[src/rtl/alarm_sequencer.sv]
// Sequential back end for the S/M/W alarm equation: input synchronisers,
// debounce/alarm FSM, blinking siren and saturating alarm-event counter.
module alarm_sequencer #(
  parameter int unsigned DEBOUNCE = 4,
  parameter int unsigned BLINK    = 3,
  parameter int unsigned CNT_W    = 4
) (
  input  logic             clk,
  input  logic             rst_n,
  input  logic             S,
  input  logic             M,
  input  logic             W,
  input  logic             ack,
  output logic             alarm,
  output logic             siren,
  output logic             armed,
  output logic [1:0]       state,
  output logic [CNT_W-1:0] event_count
);

  localparam int unsigned QW = (DEBOUNCE > 1) ? $clog2(DEBOUNCE) : 1;
  localparam int unsigned BW = (BLINK > 1) ? $clog2(BLINK) : 1;
  localparam logic [QW-1:0]    QMAX = QW'(DEBOUNCE - 1);
  localparam logic [BW-1:0]    BMAX = BW'(BLINK - 1);
  localparam logic [CNT_W-1:0] CMAX = '1;

  typedef enum logic [1:0] {
    DISARMED = 2'b00,
    ARMED    = 2'b01,
    QUALIFY  = 2'b10,
    ALARM    = 2'b11
  } state_t;

  logic S_m, M_m, W_m, ack_m;
  logic S_s, M_s, W_s, ack_s;
  logic detect;

  state_t           state_q, state_d;
  logic [QW-1:0]    qcnt_q, qcnt_d;
  logic [BW-1:0]    bcnt_q, bcnt_d;
  logic             siren_q, siren_d;
  logic [CNT_W-1:0] count_q, count_d;

  always_ff @(posedge clk or negedge rst_n) begin
    if (!rst_n) begin
      {S_m, M_m, W_m, ack_m} <= '0;
      {S_s, M_s, W_s, ack_s} <= '0;
    end else begin
      {S_m, M_m, W_m, ack_m} <= {S, M, W, ack};
      {S_s, M_s, W_s, ack_s} <= {S_m, M_m, W_m, ack_m};
    end
  end

  assign detect = S_s & (~W_s | M_s);

  always_ff @(posedge clk or negedge rst_n) begin
    if (!rst_n) begin
      state_q <= DISARMED;
      qcnt_q  <= '0;
      bcnt_q  <= '0;
      siren_q <= 1'b0;
      count_q <= '0;
    end else begin
      state_q <= state_d;
      qcnt_q  <= qcnt_d;
      bcnt_q  <= bcnt_d;
      siren_q <= siren_d;
      count_q <= count_d;
    end
  end

  // siren_d defaults low so every exit from ALARM (including disarm) clears it.
  always_comb begin
    state_d = state_q;
    qcnt_d  = qcnt_q;
    bcnt_d  = bcnt_q;
    siren_d = 1'b0;
    count_d = count_q;
    if (!S_s) begin
      state_d = DISARMED;
    end else begin
      case (state_q)
        DISARMED: state_d = ARMED;
        ARMED: begin
          if (detect) begin
            state_d = QUALIFY;
            qcnt_d  = '0;
          end
        end
        QUALIFY: begin
          if (!detect) begin
            state_d = ARMED;
          end else if (qcnt_q == QMAX) begin
            state_d = ALARM;
            siren_d = 1'b1;
            bcnt_d  = '0;
            if (count_q != CMAX) count_d = count_q + 1'b1;
          end else begin
            qcnt_d = qcnt_q + 1'b1;
          end
        end
        ALARM: begin
          if (ack_s && !detect) begin
            state_d = ARMED;
          end else if (bcnt_q == BMAX) begin
            siren_d = ~siren_q;
            bcnt_d  = '0;
          end else begin
            siren_d = siren_q;
            bcnt_d  = bcnt_q + 1'b1;
          end
        end
        default: state_d = DISARMED;
      endcase
    end
  end

  assign state       = state_q;
  assign alarm       = (state_q == ALARM);
  assign armed       = (state_q != DISARMED);
  assign siren       = siren_q;
  assign event_count = count_q;

endmodule
[config.mk]
export PLATFORM = sky130hd
export DESIGN_NAME = alarm_sequencer
export DESIGN_NICKNAME = d
export VERILOG_FILES = /design/src/rtl/alarm_sequencer.sv
export SDC_FILE = /design/constraint.sdc
export NUM_CORES = 1
export LEC_CHECK = 0
export ABC_AREA = 0
export CAP_MARGIN = 0
export CORE_MARGIN = 8
export CORE_UTILIZATION = 35
export DETAILED_ROUTE_END_ITERATION = 12
export PLACE_DENSITY = 0.56
export SLEW_MARGIN = 10
export SYNTH_ARGS = -nofsm -noshare
export SYNTH_HDL_FRONTEND = slang
export SYNTH_SLANG_ARGS = --single-unit
[constraint.sdc]
create_clock -name clk -period 3.3 [get_ports clk]
set_input_delay 0.33 -clock clk [delete_from_list [all_inputs] [get_ports clk]]
set_output_delay 0.33 -clock clk [all_outputs]
set_load 0.02 [all_outputs]
Word-level counts from Yosys, hierarchy flattened
Cells that the tools add are included.

operators by class
  $add $sub $neg = 3
  eq/ne operators = 15
  mux-type cells = 21
  bitwise gates (word level) = 4
  reductions and logical operators = 10

operators by type and width
  cell                                                             count
  2-bit 2-to-1 mux                                                 12
  5-bit AND reduction                                              3
  2-bit != test, second input constant                             5
  2-bit == test, second input constant                             4
  4-bit != test, second input constant                             2
  2-bit one-hot mux with 2 select lines                            2
  2-bit one-hot mux with 4 select lines                            1
  2-bit nonzero test                                               3
  1-bit 2-to-1 mux                                                 5
  2-bit by 1-bit adder with 2-bit output, second input constant    2
  4-bit by 1-bit adder with 4-bit output, second input constant    1
  4-bit by 2-bit != test with 1-bit output, second input constant  1
  3-bit by 2-bit != test with 1-bit output, second input constant  1
  3-bit != test, second input constant                             1
  3-bit AND reduction                                              1
  2-bit by 1-bit == test with 1-bit output, second input constant  1
  2-bit logical NOT                                                1
  1-bit inverter                                                   2
  1-bit one-hot mux with 2 select lines                            1
  1-bit AND                                                        1
  1-bit logical AND                                                1
  1-bit logical NOT                                                1
  1-bit OR                                                         1

storage, ports and cells
  register bits = 19
  bits of input ports = 6
  output and inout port bits = 9
  word-level logic and storage cells = 66

Longest topological paths before layout
  word-level depth = 8
  gate-level depth with buffers = 6
  depth with buffers taken out = 5

Worst setup path after synthesis
No wires, ideal clock.

  path kind = register to register
  start = reg state_q[0] (netlist: state[0])
  end = reg bcnt_q[0]
  setup time = 0.079 ns
  arrival time = 1.457 ns
  required time = 3.221 ns
  path slack = 1.764 ns
  stages on the path, launching flop included = 6
  buffers on the path = 1
  clock period less this slack = 1.536 ns
  path through = dfrtp_1 -> inv_1 -> ha_1 -> buf_2 -> a2111o_1 -> mux2i_1

between the ends
  longest elaborated chain between the ends = 3
  elaborated cells on any way between the ends = 8
  classes of those cells = 5 x eq/ne; 1 x mux; 2 x reduce/logical

ends and longest elaborated chain
  what                                                                         RTL line  RTL
  start: declaration                                                           38        state_t state_q, state_d;
  start signal: assignment                                                     64        state_q <= state_d;
  2-bit == test                                                                82        case (state_q)
  2-bit != test (no source line) / 2-bit nonzero test (equally long branches)  n/a
  5-bit AND reduction (no source line)                                         n/a
  end signal: assignment                                                       66        bcnt_q <= bcnt_d;
  end: declaration                                                             40        logic [BW-1:0] bcnt_q, bcnt_d;

Several ways; a longest one is shown, not always the timed one.
A chain may end at the register's enable or synchronous reset.

Worst setup path after layout
  start = reg state_q[1] (netlist: state[1])
  end = out armed

between the ends
  longest elaborated chain between the ends = 1

ends and longest elaborated chain
  what                RTL line  RTL
  2-bit nonzero test  120       assign armed = (state_q != DISARMED);
  end: declaration    16        output logic armed,

Every way passes these cells.

==> metrics.csv <==
stage,metric,value,unit
outcome,status,"finished, final reports clean",
grt,antenna_found_initial,0,
clock_tree,ctsHoldBuffers,0,
timing,slew-limit-headroom,44.0,%
timing,finalSetupTns,0,ns
layout,drive_gt1_share,9.38,%
yosys,async_flop_share,100,%
grt,grt_usage,7.97,%
yosys,post-synth-top-area-cell,dfrtp_1,
yosys,synth.area.top_cells,"dfrtp_1 52%, ha_1 9.7%, mux2i_1 3.3%",
yosys,dominantRegCellSynth,dfrtp_1,
yosys,synth_fp_nets,92,
clock_tree,cts_sinks,19,
critical_path,path_max_fanout,5,
timing,slew_violations,0,
timing,fin_crit,1.98,ns
floorplanning,initial_utilization,36.6,%
floorplanning,fp-row-count,18,
yosys,yosysMostFrequentCell,dfrtp_1,
clock_tree,cts_root_buf,clkbuf_4,
clock_tree,cts_tree,built,
yosys,synth_edf_count,0,
floorplanning,chipHeight,66.9,um
clock_tree,postCtsSetupBuffers,0,
floorplanning,ios,15,
yosys,netlist.area_leader.share,52.4,%
detailed_routing,via_per_inst,5.02,
detailed_routing,routed_wl,1570,um
critical_path,start_kind,flip-flop,
placed_design,io_buffers,14,
clock_tree,clkSlewWorstSetupHoldPaths,0.10,ns
critical_path,cp.required,2.97,ns
yosys,synth_common_cells,"19 x dfrtp_1, 8 x inv_1, 7 x ha_1, 7 x nand2_1, 5 x nand3_1",
grt,grt_pass1_wl,2850,um
clock_tree,cts_buffers,3,
layout,antenna_cells,0,
placed_design,gp_congestion,0.725,
grt,grt_pass1_vias,675,
layout,syn_to_final_growth,21.9,%
yosys,syn_area,907,sq um
min_path,hold_depth,0,
critical_path,reg2regPathDepth,5,
detailed_routing,first_pass_iters,4,
min_path,holdCritPathClass,reg -> reg,
detailed_routing,dr.first_iter.drc_count,25,
floorplanning,design.die.area,0.00448,sq mm
timing,max_freq,504,MHz
floorplanning,core_region_area,0.00248,sq mm
yosys,synth_area_per_cell,11.5,sq um
yosys,synth_warnings,0,
critical_path,worstPathArrival,1.65,ns
layout,nets,110,
clock_tree,cts_resized,0,
critical_path,path_class,reg -> out,
timing,period_share,60.1,%
pwr,peakVddDrop,0.000278,V
placed_design,place_hpwl,1190,um
clock_tree,htreeDepth,1,
grt,grt_max_degree,20,
critical_path,r2r_slack,1.52,ns
timing,skew,0.00125,ns
detailed_routing,vias,632,
layout,final_util,44.6,%
run,cap_viol_max_count,0,
pwr,p_leak,0.499,nW
yosys,yosys.cell_types.count,33,
timing,worst_slack,1.32,ns
timing,rsz0062_at_grt,no,
timing,setup_violations,0,
detailed_routing,wl_per_cell,12.4,um
clock_tree,cts_buffer_depth,2,
yosys,ys_ff_latch,19,
yosys,synthCells,79,
timing,hold_viol_final,0,
detailed_routing,remaining_drc_errors,0,
placed_design,place_ws,1.53,ns
yosys,ys_seq_area_share,52.4,%
timing,tightest_slew,0.837,ns
floorplanning,chipWidth,66.9,um
clock_tree,clock_latency,0.28,ns
critical_path,endpoint_kind,output pin,
detailed_routing,ant_nets,0,
grt,grt-ovfl-total,0,
timing,holdWs,0.355,ns
pwr,p_per_area,447,mW/mm^2
[placed cells by master (no fill, tap or decap), types with 2 or more instances in the layout]
cell / netlist / final
mux2i_1: 3 / 3
o21ai_0: 3 / 3
o21a_1: 2 / 2
ha_1: 7 / 7
clkdlybuf4s50_1: 0 / 14
nand3_1: 5 / 5
clkbuf_4: 0 / 3
nand2_1: 7 / 7
dfrtp_1: 19 / 19
inv_1: 8 / 8
[through the flow]
stage / instance area, sq um / instances / power [mW]
CTS: 1110 / 126 / 0.504
detailed placement: 1080 / 122 / 0.389
finish: 1110 / 126 / 0.494
floorplan: 907 / 79 / 0.345
global route: 1110 / 126 / 0.534
global placement: 1080 / 122 / 0.386
[sequential cells by signal, summed over array words and instances (netlist names)]
register,cells
state,2
event_count,4
W_s,1
bcnt_q,2
W_m,1
qcnt_q,2
S_s,1
M_s,1
M_m,1
S_m,1
ack_s,1
ack_m,1
siren,1
[routing by layer]
metal,vias to the layer above,share of wire [%],GRT usage (%)
li1,310,-,-
met1,309,48,9.45
met2,11,47,13.1
met3,2,5.0,1.85
met4,0,0.70,3.92
met5,-,0,0
[cells by family (layout without fill, tap and decap cells)]
| family | after synthesis | count (layout) | synth area share [%] |
|---|---|---|---|
| xor+xnor | 1 | 1 | 0.966 |
| simple gates | 24 | 24 | 15.9 |
| mux | 5 | 5 | 6.21 |
| flops | 19 | 19 | 52.4 |
| compound gates | 14 | 14 | 11.0 |
| fa+ha+maj | 7 | 7 | 9.65 |
| buf+inv | 9 | 26 | 3.86 |
[power breakdown]
group | switching, mW | internal (mW)
registers | 0.0190 | 0.255
logic | 0.0577 | 0.0511
clock network | 0.0641 | 0.0469
total | 0.141 | 0.353
[path summary, 6_finish.rpt]
check	from	to
worst max-delay path	state[1]$_DFFE_PN0P_	armed
worst min register to register	ack_m$_DFF_PN0_	ack_s$_DFF_PN0_
worst min-delay path	ack_m$_DFF_PN0_	ack_s$_DFF_PN0_
worst max register to register	state[0]$_DFFE_PN0P_	event_count[3]$_DFFE_PN0P_
min in group asynchronous	rst_n	state[0]$_DFFE_PN0P_
max in group asynchronous	rst_n	W_m$_DFF_PN0_
[final cells by class]
type                            instances  area (sq um)
Tap cell                               30          37.5
Sequential cell                        19           475
Clock buffer                            4          26.3
Multi-Input combinational cell         51           397
Timing Repair Buffer                   14           140
Fill cell                             256          1370
Inverter                                8          30.0
[critical path: stages, from the launching register on]
cell and delay (ns):
dfrtp_1 0.44, inv_1 0.11, ha_1 0.18, inv_1 0.04, clkdlybuf4s50_1 0.59
Power figures use the tool's default switching activity.
==> RTL change (same flow settings) <==
Make the reset (`rst_n`) synchronous in 2 clocked blocks.
--- a/src/rtl/alarm_sequencer.sv
+++ b/src/rtl/alarm_sequencer.sv
@@ -42,5 +42,5 @@
   logic [CNT_W-1:0] count_q, count_d;
 
-  always_ff @(posedge clk or negedge rst_n) begin
+  always_ff @(posedge clk) begin
     if (!rst_n) begin
       {S_m, M_m, W_m, ack_m} <= '0;
@@ -54,5 +54,5 @@
   assign detect = S_s & (~W_s | M_s);
 
-  always_ff @(posedge clk or negedge rst_n) begin
+  always_ff @(posedge clk) begin
     if (!rst_n) begin
       state_q <= DISARMED;
Check against the original RTL: differs if rst_n is asserted again (counterexample within 4 cycles, from zero or initial values and one cycle with rst_n low); with rst_n held inactive, the same outputs for 10 cycles.
==> RTL change against the original RTL <==
  * Wire length increased by 2.7%
  * First-iteration DRC count grew 8.0%
  * Fmax shrank 2.2%
  * Area after synthesis is 2.3% lower
  * Cell area decreased by 2.9%
  * Sequential cell count unchanged
  * Hold slack improved by 0.087 ns
  * Setup slack worse by 0.044 ns
Power is not compared: it rests on default switching activity, and its combinational part moved more than twofold at a synthesized area within 25%.
==> RTL change: results (changes against the original RTL) <==
clock_latency_ns: 0.30  # +0.02 ns
first_iter_violations: 27  # +8.0%
finalWeightedCongestion: 0.719  # -0.83%
run_status: "finished, final reports clean"
post-cts-setup-buffers: 0  # unchanged
reg2reg_from: "state[0]"
drive_gt1_share_pct: 7.55  # -1.8 points
worst_setup_path_startpoint: "state[1]"
ys.flop_type: "sky130_fd_sc_hd__dfxtp_1"
ys.warnings.count: 0  # unchanged
antenna_cells: 0  # unchanged
worst_path_clk_slew_ns: 0.11
detailed_place_hpwl_um: 1230  # +3.7%
mappedNetlistNets: 103  # +12%
total_leakage_power_uw: 0.000390
cp.arrival_ns: 1.70  # +0.05 ns
synth_cell_type_count: 32  # -3.0%
ctsLongestPathBuffers: 2  # unchanged
power.ir.vdd_worst_mv: 0.281
synthMuxAreaShare_pct: 2.26  # -3.9 points
port_buffers: 14  # unchanged
synth-adder-area-share_pct: 8.47  # -1.2 points
min-delay-path-class: "reg2reg"
cts_resized: 0  # unchanged
maxCapViolations: 0  # unchanged
vias: 689  # +9.0%
synth-xor-area-share_pct: 0.989  # +0.023 points
synth-compound-area-share_pct: 15.1  # +4.1 points
synth_top_cells_by_count: "sky130_fd_sc_hd__dfxtp_1, sky130_fd_sc_hd__and2_1, sky130_fd_sc_hd__nand2_1"
synth-seq-area-share_pct: 42.9  # -9.5 points
largest_register_ffs: 4  # unchanged
pin_count_of_the_biggest_net_entering_global_routing: 19  # -5.0%
synth-async-reset-ratio_pct: 0  # -100 points
detail_route.vias_per_cell: 5.07  # +1.0%
tritoncts.num_buffers: 3  # unchanged
yosys-top-cells-area: "sky130_fd_sc_hd__dfxtp_1, sky130_fd_sc_hd__ha_1, sky130_fd_sc_hd__and2_1"
grt_usage_pct: 8.18  # +0.22 points
initial_antenna_violation_count: 0  # unchanged
grt_pass1_vias: 665  # -1.5%
post-place-ws_ns: 1.30  # -0.230 ns
ctsRootBufferMaster: "sky130_fd_sc_hd__clkbuf_4"
crit_path_max_fanout: 7  # +2
hold_path_startpoint: "ack_m"
finalNetCount: 119  # +8.2%
clock_skew_ns: 0.00203  # +0.000786 ns
global_route_wire_length_before_repair_um: 2760  # -3.1%
dr.pass1.iters: 4  # unchanged
postSynthCellCount: 91  # +15%
placed_cells_incl_taps: 132  # +8.2%
htree_num_levels: 1  # unchanged
routed_wire_length_per_instance_um: 11.8  # -4.9%
max_slew.worst_pin.slew_ns: 0.470  # -0.367 ns
## RTL change: cell families (layout without fill, tap and decap cells)
| group | after synthesis | in the layout |
|---|---|---|
| adders and majority gates | 6 | 6 |
| AOI/OAI and AO/OA | 18 | 18 |
| muxes | 2 | 2 |
| and+or+nand+nor | 39 | 39 |
| buffers and inverters | 6 | 21 |
| DFF | 19 | 19 |
| xor gates and xnor gates | 1 | 1 |
## RTL change: worst max-delay path: stages (launching register included)
cell	delay, ns
sky130_fd_sc_hd__dfxtp_1	0.43
sky130_fd_sc_hd__ha_1	0.32
sky130_fd_sc_hd__clkdlybuf4s50_1	0.65
## RTL change: metrics by stage
stage	hold WS [ns]	cell area (sq um)
2_1_floorplan	0.412	886
3_3_place_gp	0.418	1040
3_5_place_dp	0.417	1040
4_1_cts	0.445	1070
5_1_grt	0.478	1070
6_report	0.442	1070
## RTL change: cell type report
type,count,area [sq um]
clock inverter,1,7.51
clock buffer,3,22.5
multi-input combinational,66,474
sequential,19,380
inverter,3,11.3
fill,261,1360
tap,30,37.5
timing repair buffer,14,140
## RTL change: final timing paths
kind | end | slack [ns] | cells after the start
worst max-delay path | alarm | 1.27 | 2
worst min-delay path | ack_s | 0.44 | 1
worst min register to register | ack_s | 0.44 | 1
worst max register to register | event_count[3] | 1.58 | 6
## RTL change: power by group
group / leakage [uW] / switching (uW) / internal, uW
sequential: 0.000155 / 2.82 / 234
clock: 0.0000139 / 72.8 / 46.1
combinational: 0.000221 / 7.49 / 11.5
total: 0.000390 / 83.1 / 292
## RTL change: metal layers
| metal | vias up | global-route usage (%) | wire [um] |
|---|---|---|---|
| li1 | 354 | - | - |
| met5 | - | 0 | 0 |
| met4 | 0 | 4.00 | 25 |
| met3 | 2 | 4.58 | 95 |
| met2 | 12 | 13.0 | 755 |
| met1 | 321 | 8.51 | 733 |
